`src/rtl/wb_port_arbiter.sv`:
```
// Register-file write-port arbiter: shares one write port between the pipeline
// write-back stage and a 2-entry in-order buffer of multiply/divide results.
module wb_port_arbiter #(
    parameter int STARVE_LIMIT = 4
) (
    input  logic        clk,
    input  logic        rst,
    input  logic        pipe_wen,
    input  logic [4:0]  pipe_waddr,
    input  logic [31:0] pipe_wdata,
    input  logic        md_valid,
    output logic        md_ready,
    input  logic [4:0]  md_waddr,
    input  logic [31:0] md_wdata,
    output logic        rf_wen,
    output logic [4:0]  rf_waddr,
    output logic [31:0] rf_wdata,
    output logic        pipe_stall,
    output logic [1:0]  fifo_count
);

    localparam int CW = $clog2(STARVE_LIMIT + 1);

    typedef enum logic {NORMAL, DRAIN} state_t;

    state_t        state, state_nxt;
    logic [4:0]    q_addr [2];
    logic [31:0]   q_data [2];
    logic          rd_ptr, wr_ptr;
    logic [1:0]    count;
    logic          push, pop, sel_pipe, sel_fifo;
    logic [4:0]    sel_addr;
    logic [31:0]   sel_data;
    logic [CW-1:0] starve_cnt;
    logic          waiting, starve_hit;

    assign md_ready   = (count < 2'd2) && !rst;
    assign push       = md_valid && md_ready;
    assign fifo_count = count;

    // The pipeline wins the port unless a drain cycle is forcing the head out.
    assign sel_pipe = !rst && !pipe_stall && pipe_wen;
    assign sel_fifo = !rst && !sel_pipe && (count != 2'd0);
    assign pop      = sel_fifo;

    always_comb begin
        sel_addr = 5'd0;
        sel_data = 32'd0;
        if (sel_pipe) begin
            sel_addr = pipe_waddr;
            sel_data = pipe_wdata;
        end else if (sel_fifo) begin
            sel_addr = q_addr[rd_ptr];
            sel_data = q_data[rd_ptr];
        end
    end

    assign rf_wen   = (sel_pipe || sel_fifo) && (sel_addr != 5'd0);
    assign rf_waddr = sel_addr;
    assign rf_wdata = sel_data;

    always_ff @(posedge clk) begin
        if (push) begin
            q_addr[wr_ptr] <= md_waddr;
            q_data[wr_ptr] <= md_wdata;
        end
    end

    always_ff @(posedge clk) begin
        if (rst) begin
            rd_ptr <= 1'b0;
            wr_ptr <= 1'b0;
            count  <= 2'd0;
        end else begin
            if (push) wr_ptr <= ~wr_ptr;
            if (pop)  rd_ptr <= ~rd_ptr;
            case ({push, pop})
                2'b10:   count <= count + 2'd1;
                2'b01:   count <= count - 2'd1;
                default: count <= count;
            endcase
        end
    end

    // A buffered result that loses the port again is about to hit the limit.
    assign waiting    = (count != 2'd0) && !pop;
    assign starve_hit = waiting && ((int'(starve_cnt) + 1) >= (STARVE_LIMIT - 1));

    always_ff @(posedge clk) begin
        if (rst || !waiting) starve_cnt <= '0;
        else                 starve_cnt <= starve_cnt + CW'(1);
    end

    always_ff @(posedge clk) begin
        if (rst) state <= NORMAL;
        else     state <= state_nxt;
    end

    always_comb begin
        state_nxt = state;
        case (state)
            NORMAL:  if (starve_hit) state_nxt = DRAIN;
            DRAIN:   state_nxt = NORMAL;
            default: state_nxt = NORMAL;
        endcase
    end

    always_comb begin
        pipe_stall = (state == DRAIN);
    end

endmodule

```
`config.mk`:
```
export PLATFORM = sky130hd
export DESIGN_NAME = wb_port_arbiter
export DESIGN_NICKNAME = d
export VERILOG_FILES = /design/src/rtl/wb_port_arbiter.sv
export SDC_FILE = /design/constraint.sdc
export NUM_CORES = 1
export LEC_CHECK = 0
export BUFFER_PORTS_ARGS = -buffer_cell sky130_fd_sc_hd__buf_2
export CAP_MARGIN = 40
export CORE_AREA = 4 4 72 124
export DETAILED_ROUTE_END_ITERATION = 12
export DIE_AREA = 0 0 76 128
export PLACE_DENSITY = 0.8
export SLEW_MARGIN = 10
export SYNTH_ARGS = -nofsm -noshare
export SYNTH_HDL_FRONTEND = slang
export SYNTH_SLANG_ARGS = --single-unit
```
`constraint.sdc`:
```
create_clock -name clk -period 7.35 [get_ports clk]
set_input_delay 1.1025 -clock clk [delete_from_list [all_inputs] [get_ports clk]]
set_output_delay 1.1025 -clock clk [all_outputs]
set_load 0.05 [all_outputs]
```
After elaboration in Yosys (flattened, before gate mapping)
Memory sizes are Yosys's and may differ from the RTL's. A register that Yosys moved wholly into a read port is not among the register bits.
Cells that the tools add are included.
- bits in registers: 8
- latch bits: 0
- RAM bits: 74
- bits in read-only memories: 0
- input bits: 78
- output and inout bits: 42
- memories kept: 2
- $add $sub $neg: 4
- $mul: 0
- div/mod/pow operators: 0
- $lt $le $gt $ge: 2
- eq/ne operators: 2
- shifts and indexed selects: 0
- mux-type cells: 13
- bitwise operators: 3
- reductions and logical operators: 19
- memories (name ; depth ; width ; read ports ; clocked after memory_dff ; write ports ; line ; source):
    q_data ; 2 ; 32 ; 1 ; 1 ; 1 ; 28 ; logic [31:0] q_data [2];
    q_addr ; 2 ; 5 ; 1 ; 1 ; 1 ; 27 ; logic [4:0] q_addr [2];
- operators with widths (cell ; number):
    2-to-1 mux 32 bit ; 2
    2-to-1 mux 5 bit ; 2
    logical AND 1 bit ; 9
    2-to-1 mux 1 bit ; 7
    zero test 1 bit ; 5
    nonzero test 5 bit ; 1
    adder 3 x 1 -> 4 bit (second input constant) ; 1
    >= comparator 4 x 2 -> 1 bit (second input constant) ; 1
    case mux 2 bit (2 select lines) ; 1
    nonzero test 2 bit ; 2
    adder 3 x 1 -> 3 bit (second input constant) ; 1
    NOT 1 bit ; 3
    adder 2 x 1 -> 2 bit (second input constant) ; 1
    equality test 2 x 1 -> 1 bit (second input constant) ; 1
    equality test 2 bit (second input constant) ; 1
    logical OR 1 bit ; 2
    < comparator 2 bit (second input constant) ; 1
    case mux 1 bit (2 select lines) ; 1
    subtractor 2 x 1 -> 2 bit (second input constant) ; 1

Logic depth before layout (Yosys ltp)
Gate-level depths: netlist of the first run.
- depth in word-level cells: 11
- mapped depth: 10
- gate-level depth less buffers: 7

Worst setup path after synthesis of the first run
Ideal clock, no wire load.
- path type: in2reg
- start: input port rst
- end: memory q_addr[0][0], enable pin
- library setup time: 0.431 ns
- data arrival time: 3.689 ns
- data required time: 6.919 ns
- path slack: 3.229 ns
- stages: 4
- buffers on the path: 1
- cell sequence: buf_6 -> nor2_1 -> nand2_1 -> nor2_1
- word-level cells in the longest chain between the ends: 5
- RTL lines (what ; line ; source):
    start, declared ; 7 ; input logic rst,
    zero test 1 bit ; 37 ; assign md_ready = (count < 2'd2) && !rst;
    logical AND 1 bit ; 37 ;
    named net md_ready ; 12 ; output logic md_ready,
    logical AND 1 bit ; 38 ; assign push = md_valid && md_ready;
    2-to-1 mux 1 bit ; 63 ; if (push) begin
    2-to-1 mux 1 bit (implied by the code) ; 64 ; q_addr[wr_ptr] <= md_waddr;
    end, declared ; 27 ;
The timed path passes the listed nets, and every way through them passes these cells.

Final worst setup path of the first run
- start: input port rst
- end: output port rf_wen
- word-level cells in the longest chain between the ends: 10
- elaborated cells between the ends (all ways): 11
- RTL lines (what ; line ; source):
    zero test 1 bit (*) ; 42, 43 ;
    logical AND 1 bit (2 in series) ; 42 ; assign sel_pipe = !rst && !pipe_stall && pipe_wen;
    zero test 1 bit ; 43 ; assign sel_fifo = !rst && !sel_pipe && (count != 2'd0);
    logical AND 1 bit (2 in series) ; 43 ;
    2-to-1 mux 5 bit ; 52 ; end else if (sel_fifo) begin
    2-to-1 mux 5 bit ; 49 ; if (sel_pipe) begin
    nonzero test 5 bit ; 58 ; assign rf_wen = (sel_pipe || sel_fifo) && (sel_addr != 5'd0);
    logical AND 1 bit (*) ; 58 ;
    end, declared ; 15 ; output logic rf_wen,
Mark *: on every way between the ends. The rest lies on a longest branch, timed or not.

==> results of run 1 <==
[power by group through the flow]
| stage | logic (mW) | clock network, mW | registers (mW) |
|---|---|---|---|
| final | 0.174 | 0.493 | 0.550 |
| after global routing | 0.187 | 0.523 | 0.552 |
| after CTS | 0.176 | 0.503 | 0.550 |
| after detailed placement | 0.176 | 0 | 0.560 |
| after global placement | 0.168 | 0 | 0.559 |
| after floorplan | 0.117 | 0 | 0.563 |
[cell type report]
type,instances,area [um^2],area share (%)
clock buffer,10,229.0,5.071
clock inverter,6,103.9,2.300
inverter,2,7.507,0.1663
multi-input combinational,152,993.5,22.00
sequential,83,2404,53.23
tap,90,112.6,2.494
timing repair buffer,123,665.6,14.74
[flip-flops by register name (all words and copies together), names as in the netlist, named ones only]
register / cells
rd_ptr: 1
starve_cnt: 3
q_addr: 10
pipe_stall: 1
fifo_count: 2
q_data: 64
wr_ptr: 1
[cells in the mapped netlist (all sizes together) (2+ instances only)]
cell and instances:
dfxtp 9, mux2i 37, a21oi 4, xnor2 3, o21ai 42, nor3b 2, nor2 8, ha 3
clkbuf 3, nor2b 2, or3 2, nand2 38, edfxtp 74, inv 2, buf 11
[worst paths after layout]
path                           endpoint  slack, ns  cells past startpoint
max                              rf_wen       3.87                      6
min            starve_cnt[0]$_SDFF_PP0_       0.47                      1
max reg2reg  fifo_count[1]$_SDFFE_PP0P_       5.45                      6
min reg2reg    starve_cnt[0]$_SDFF_PP0_       0.47                      1
[cell usage in the layout (no fill, tap or decap)]
| cell type | netlist | layout |
|---|---|---|
| o21ai_1 | 10 | 10 |
| xor2_1 | 1 | 1 |
| a21oi_1 | 4 | 4 |
| nor2b_1 | 2 | 2 |
| clkbuf_1 | 2 | 1 |
| nor2_1 | 8 | 7 |
| clkinv_1 | 0 | 1 |
| a21boi_0 | 1 | 1 |
| buf_2 | 5 | 119 |
| clkbuf_16 | 0 | 9 |
| dfxtp_2 | 0 | 1 |
| or2_4 | 1 | 1 |
| nand2_1 | 38 | 38 |
| ha_1 | 3 | 3 |
| edfxtp_1 | 74 | 74 |
| or4_1 | 1 | 1 |
| nor4_1 | 1 | 1 |
| nor4b_1 | 1 | 1 |
| o21ai_0 | 32 | 32 |
| nor3b_1 | 1 | 1 |
| dfxtp_1 | 9 | 8 |
| mux2i_1 | 37 | 37 |
| xnor2_1 | 3 | 3 |
| nor3b_4 | 0 | 1 |
| o21bai_4 | 1 | 1 |
| nor3_1 | 1 | 1 |
| and3_2 | 0 | 1 |
| o22a_1 | 1 | 1 |
| buf_16 | 0 | 2 |
| bufinv_16 | 0 | 3 |
| o21ba_1 | 1 | 1 |
| clkinv_2 | 0 | 2 |
| inv_1 | 2 | 2 |
| buf_4 | 3 | 2 |
| or3_1 | 2 | 2 |
| nor2_4 | 0 | 1 |
[layer usage]
metal / up-vias / part of all wire (%) / track usage (%)
met5: - / 0.13 / 0
met4: 2 / 1.6 / 7.023
met3: 12 / 6.1 / 5.556
met2: 71 / 54 / 25.20
met1: 1119 / 38 / 15.55
li1: 1164 / - / -
[per-stage QoR]
step           total power [mW]  utilization [%]
3_3_place_gp             0.7270            52.19
6_report                  1.217            57.10
5_1_grt                   1.262            57.10
3_5_place_dp             0.7358            52.89
2_1_floorplan            0.6804                -
4_1_cts                   1.229            57.10
[logic make-up (layout without fill, tap and decap cells)]
family | count (synthesis) | in the layout | share of synthesized area, %
buffers and inverters | 16 | 141 | 2.910
xor gates and xnor gates | 4 | 4 | 1.006
adders and majority gates | 3 | 3 | 1.078
AOI/OAI and AO/OA | 50 | 50 | 7.905
muxes | 37 | 37 | 10.64
DFF | 83 | 83 | 68.99
and+or+nand+nor | 58 | 58 | 7.474
[critical path, cell delays in order]
cell     delay, ns
buf_2         0.16
nor3b_4       0.21
buf_4         0.37
o21ai_0       0.15
o21ai_0       0.10
buf_2         0.28
==> summary.txt, run 1 <==
Run status
  – Outcome: finished, final reports clean

Clock network
  – Worst-path clk slew: 0.06 ns
  – Post-CTS Hold Buffers: 0
  – CTS Sinks: 83
  – H-Tree Depth: 3
  – Post-CTS setup buffers: 0
  – Clock buffer depth: 2
  – PostCTS Resize Cnt: 0
  – Later-pin clock latency in the skew report: 0.33 ns
  – CTS tree: yes
  – Root Buffer: clkbuf_16
  – CTS Buf Count: 9

Route
  – Pre-Repair DR Iteration Count: 6
  – DRC Markers: 0
  – Via count: approximately 2400
  – DRT antenna net count: 0
  – Drt wl/cell: 15.23 um
  – Vias/cell: approximately 5.1
  – Final wirelength: 7099 um
  – Iteration-0 DRC Markers: between 100 and 150

Die
  – FP Rows: 43
  – Initial core utilization: around 44%
  – Width of the die: 76 um
  – Die Y: 128 um
  – Top Ports: 120
  – Die ar.: 9728 um^2
  – Core ar.: 7909 um^2

Logic synthesis
  – Number of synthesized flops with an enable pin: 74
  – Post-synth ARST share: 0%
  – Netlist cell types: 31
  – Cell taking the most area after synthesis: edfxtp_1
  – Post-synthesis register bit count: 83
  – Yosys warning count: 0
  – Cells after synthesis: 251
  – Syn Area/Cell: approximately 14 um^2
  – Synth area leaders: edfxtp_1 64%, mux2i_1 11%, dfxtp_1 5.2%
  – Top FF cell, synth: edfxtp_1
  – Syn Std Cell Area: approximately 3500 um^2
  – Register area share after synthesis: between 60% and 70%
  – Syn Nets: 332
  – Post-synth top area share: roughly 64%

Power
  – Power share of the clock group: 40.5%
  – Sw Share: 24.04%
  – VDD IR max: roughly 0.16 mV
  – Switching pwr: 0.2926 mW
  – Int Power: 0.9247 mW
  – Sequential power share: 45.2%
  – Combinational Power Share: about 14%
  – Power per cell area: ~270 nW/um^2
  – Pleak: ~1.8 nW

GRT
  – Initial antenna violation count: 1
  – First-pass GRT wire length: 10880 um
  – Largest net degree at the start of global routing: 42
  – Final global-route overflow total: 0
  – Vias in the first global route: between 2000 and 2500
  – Total GRT Usage: 14.62%

Timing
  – Final slew viol count: 0
  – Slew headroom: 55.46%
  – Post-Route Setup TNS: 0 ns
  – Fin crit share: a little under half
  – FMAX: 0.2871 GHz
  – # setup viols final: 0
  – Post-layout minimum cycle time: between 3 and 4 ns
  – Worst setup margin: 3.867 ns
  – Final hold vios: 0
  – Hold_ws: about 0.47 ns
  – Slew @ Worst Pin: 0.6680 ns
  – Unrepaired setup endpoints after global routing: no
  – Final Skew: 0.004080 ns

Cells and area
  – Area Growth Syn to Fin: 29.68%
  – Fill count: 647
  – Cell area after layout: 4516 um^2
  – Antenna diodes: 0
  – Post-route insts no fill: roughly 470
  – Nets: 452
  – Layout cells sized above 1: 38.03%

Placement
  – Gpl congestion: around 0.77
  – HPWL after DPL: 5085 um
  – DP Worst Slack: 3.863 ns
  – IO buf count: 119
  – Cells after DPL: 450
  – Cell area after placement: ~4200 um^2

Worst setup path
  – Crit path from: rst
  – FF-to-FF Start: pipe_stall$_SDFF_PP0_
  – CP Launch Type: input pin
  – Kind of critical path: in -> out
  – Critical path arrival: between 2 and 2.5 ns
  – Peak fanout along the critical path: 38
  – Crit end category: output port
  – Critical path required time: 6.25 ns

Flow run
  – Max cap viols: 0

Min path
  – HP Start: starve_cnt[0]$_SDFF_PP0_
  – Hold crit path type: reg -> reg
Power figures use the tool's default switching activity.
==> run 2: changes to the inputs <==
--- a/config.mk
+++ b/config.mk
@@ -5,11 +5,12 @@
 export SDC_FILE = /design/constraint.sdc
 export NUM_CORES = 1
 export LEC_CHECK = 0
+export ABC_AREA = 1
 export BUFFER_PORTS_ARGS = -buffer_cell sky130_fd_sc_hd__buf_2
 export CAP_MARGIN = 40
-export CORE_AREA = 4 4 72 124
+export CORE_AREA = 4 4 73 126
 export DETAILED_ROUTE_END_ITERATION = 12
-export DIE_AREA = 0 0 76 128
+export DIE_AREA = 0 0 77 130
 export PLACE_DENSITY = 0.8
 export SLEW_MARGIN = 10
 export SYNTH_ARGS = -nofsm -noshare
==> constraint.sdc (replaced) <==
create_clock -name clk -period 3.4 [get_ports clk]
set_input_delay 0.51 -clock clk [delete_from_list [all_inputs] [get_ports clk]]
set_output_delay 0.51 -clock clk [all_outputs]
set_load 0.05 [all_outputs]
==> run 2 against run 1 <==
Against the previous run:
- critical path depth grew 1
- sequential share of layout area down 1.1 points
- worst setup slack worse by 3.1 ns
- clock skew is 0.0013 ns lower
- design area increased by 2.1%
- non-clock buffer count rose by 1
- register-to-register slack got worse by 4.1 ns
- via count rose by 8.2%
- hold slack worse by 0.097 ns
- synthesized area rose by 3.2%
- clock power is 120% higher
- power grew 120%
==> summary.txt, run 2 <==
Die
  – FP Rows: 44 (+2.3%)
  – Core ar.: 8203 um^2 (+3.7%)
  – Top Ports: 120 (unchanged)
  – Die Y: 130 um (+1.6%)
  – Width of the die: 77 um (+1.3%)
  – Initial core utilization: 43.82% (-0.21 points)
  – Die ar.: 10010 um^2 (+2.9%)

Cells and area
  – Most frequent cells in the layout: 119 x buf_2, 74 x nor2_1, 74 x edfxtp_1, 56 x nand2_1, 30 x o31ai_2
  – Top flop regs: q_data x64, q_addr x10, starve_cnt x3
  – Area Growth Syn to Fin: 28.26%
  – Max FFs per register: 64 (unchanged)
  – Layout cells sized above 1: 41.84% (+3.8 points)
  – Nets: 499 (+10%)
  – Core Util, Final: 56.21% (-0.89 points)
  – Reg with most FFs: q_data
  – Antenna diodes: 0 (unchanged)
  – Most common cell after layout, fill and taps aside: buf_2

Worst setup path
  – Kind of critical path: reg -> out
  – Worst-path cell chain: nor2_1 > nor2_4 > nand2_4 > inv_2 > a21oi_1 > nand3_1 > buf_2
  – Critical path required time: 2.89 ns (-3.36 ns)
  – Critical Path Max Stage Delay: 0.42 ns (+0.05 ns)
  – Critical path arrival: 2.14 ns (-0.24 ns)
  – CP Launch Type: register
  – Peak fanout along the critical path: 33 (-13%)
  – CP Buf/Inv Count: 2 (-1)
  – Slowest cell on the critical path: nand2_4
  – Crit end category: output port
  – Delay-heaviest family, CP: simple AND/OR/NAND/NOR gates

Logic synthesis
  – Mux contribution to synthesized area: 0% (-11 points)
  – Yosys warning count: 0 (unchanged)
  – Top post-synthesis cells by count: 77 x nor2_1, 74 x edfxtp_1, 56 x nand2_1
  – Most frequent cell after synthesis: nor2_1
  – Post-synth ARST share: 0% (unchanged)
  – Syn Nets: 378 (+14%)
  – Syn Std Cell Area: 3595 um^2 (+3.2%)
  – Cells after synthesis: 297 (+18%)
  – Post-Synth Adder-Cell Area: 1.044% (-0.034 points)
  – Largest family of logic cells by synthesized area: simple AND/OR/NAND/NOR gates
  – Register area share after synthesis: 66.83% (-2.2 points)
  – Xor-xnor portion of the synthesized cell area: 0.7309% (-0.28 points)
  – Netlist cell types: 23 (-26%)
  – Post-synth top area share: 61.82% (-2.0 points)
  – Synth area leaders: edfxtp_1 62%, o31ai_2 10%, nor2_1 8.0%
  – Simple-gate share of the synthesized area: 15.66% (+8.2 points)
  – Compound-Gate Fraction of Synth Area: 12.15% (+4.2 points)
  – Number of synthesized flops with an enable pin: 74 (unchanged)
  – Syn Area/Cell: 12.10 um^2 (-13%)
  – Cell taking the most area after synthesis: edfxtp_1
  – Top FF cell, synth: edfxtp_1
  – Post-synthesis register bit count: 83 (unchanged)

GRT
  – M3 GR Usage: 3.936% (-1.6 points)
  – Gr busiest metal: met2
  – Total GRT Usage: 15.64% (+1.0 points)
  – Final global-route overflow total: 0 (unchanged)
  – First-pass GRT wire length: 11980 um (+10%)
  – Grt met2 use: 29.96% (+4.8 points)
  – Met1 Use GR: 14.82% (-0.72 points)
  – Largest net degree at the start of global routing: 38 (-9.5%)
  – Vias in the first global route: 2645 (+20%)
  – Initial antenna violation count: 1 (unchanged)

Timing
  – Slew headroom: 56.28% (+0.82 points)
  – # setup viols final: 0 (unchanged)
  – Post-layout minimum cycle time: approximately 2.6 ns
  – Final slew viol count: 0 (unchanged)
  – FMAX: 0.3775 GHz
  – Unrepaired setup endpoints after global routing: no
  – Fin crit share: around 78%
  – Slew @ Worst Pin: 0.6558 ns (-0.01229 ns)
  – Worst setup margin: 0.7508 ns (-3.116 ns)
  – Final Skew: 0.002766 ns (-0.001315 ns)
  – Hold_ws: 0.3719 ns (-0.09705 ns)
  – Final hold vios: 0 (unchanged)

Clock network
  – Root Buffer: clkbuf_16
  – Post-CTS Hold Buffers: 0 (unchanged)
  – CTS Sinks: 83 (unchanged)
  – H-Tree Depth: 3 (unchanged)
  – Post-CTS setup buffers: 0 (unchanged)
  – CTS tree: yes
  – Later-pin clock latency in the skew report: 0.32 ns (about the same)
  – Clock buffer depth: 2 (unchanged)
  – PostCTS Resize Cnt: 0 (unchanged)
  – CTS Buf Count: 9 (unchanged)
  – Worst-path clk slew: 0.06 ns (about the same)

Placement
  – Gpl congestion: 0.7619 (-1.2%)
  – IO buf count: 119 (unchanged)
  – HPWL after DPL: 5533 um (+8.8%)
  – DP Worst Slack: 0.9067 ns (-2.956 ns)

Route
  – DRC Markers: 0 (unchanged)
  – Pre-Repair DR Iteration Count: 4 (-2)
  – Iteration-0 DRC Markers: 112 (-8.2%)
  – Final wirelength: 7572 um (+6.7%)
  – Vias/cell: 4.977 (-2.1%)
  – Via count: 2563 (+8.2%)
  – DRT antenna net count: 0 (unchanged)
  – Drt wl/cell: 14.70 um (-3.5%)

Run status
  – Outcome: finished, final reports clean

Power
  – VDD IR max: 0.4430 mV (+180%)
  – Int Power: 1.980 mW (+110%)
  – Sw Share: 25.22% (+1.2 points)
  – Combinational Power Share: 15.3% (+1.0 points)
  – Pleak: 1.978 nW (+11%)
  – Power per cell area: 574.2 nW/um^2 (+110%)
  – Switching pwr: 0.6676 mW (+130%)
  – Power share of the clock group: 40.3% (-0.2 points)
  – Sequential power share: 44.4% (-0.8 points)

Min path
  – Hold crit path type: in -> reg

Flow run
  – Max cap viols: 0 (unchanged)
run 2: cell types whose count changed in the layout (fill, tap and decap cells not counted), sizes merged, moves of 3 or more:
cell,change
o21ai,-39
nor2,+70
inv,+8
o31ai,+32
nand2,+20
clkinvlp,+3
nand3,+6
mux2i,-37
run 2: layout make-up:
type / instances / area [um^2]
clock buffer: 9 / 225.2
clock inverter: 7 / 116.4
fill: 688 / 3592
inverter: 10 / 37.54
multi-input combinational: 190 / 1081
sequential: 83 / 2402
tap: 92 / 115.1
timing repair buffer: 124 / 633.1
run 2: path summary, 6_finish.rpt:
check	slack, ns	startpoint	depth (start not counted)	end
setup reg to reg	1.36	fifo_count[1]$_SDFFE_PP0P_	9	fifo_count[1]$_SDFFE_PP0P_
hold reg to reg	0.47	rd_ptr$_SDFFE_PP0P_	1	register
hold / removal	0.37	md_waddr[4]	1	q_addr[1][4]$_DFFE_PP_
setup / recovery	0.75	fifo_count[1]$_SDFFE_PP0P_	7	rf_wen
run 2: cells by family after synthesis:
logic type,after synthesis
fa+ha+maj,3
simple gates,143
xor+xnor,3
buf+inv,24
compound gates,41
flops,83
run 2: routing by layer:
metal	routed length [um]	vias up
met5	14	-
met4	259	2
li1	-	1277
met3	398	21
met2	4227	74
met1	2672	1189
run 2: power groups by stage:
| stage | combinational, mW | clock [mW] | sequential, mW |
|---|---|---|---|
| floorplan | 0.280 | 0 | 1.21 |
| CTS | 0.410 | 1.10 | 1.18 |
| detailed placement | 0.408 | 0 | 1.20 |
| global route | 0.437 | 1.14 | 1.18 |
| finish | 0.404 | 1.07 | 1.18 |
| global placement | 0.402 | 0 | 1.19 |
run 2: metrics by stage:
step                      instances  TNS, ns  power (mW)  area [um^2]
after CTS                       515        0       2.682         4611
final                           515        0       2.648         4611
after detailed placement        499        0       1.606         4269
after floorplan                 297   -12.32       1.487         3595
after global routing            515        0       2.752         4611
after global placement          499        0       1.596         4269
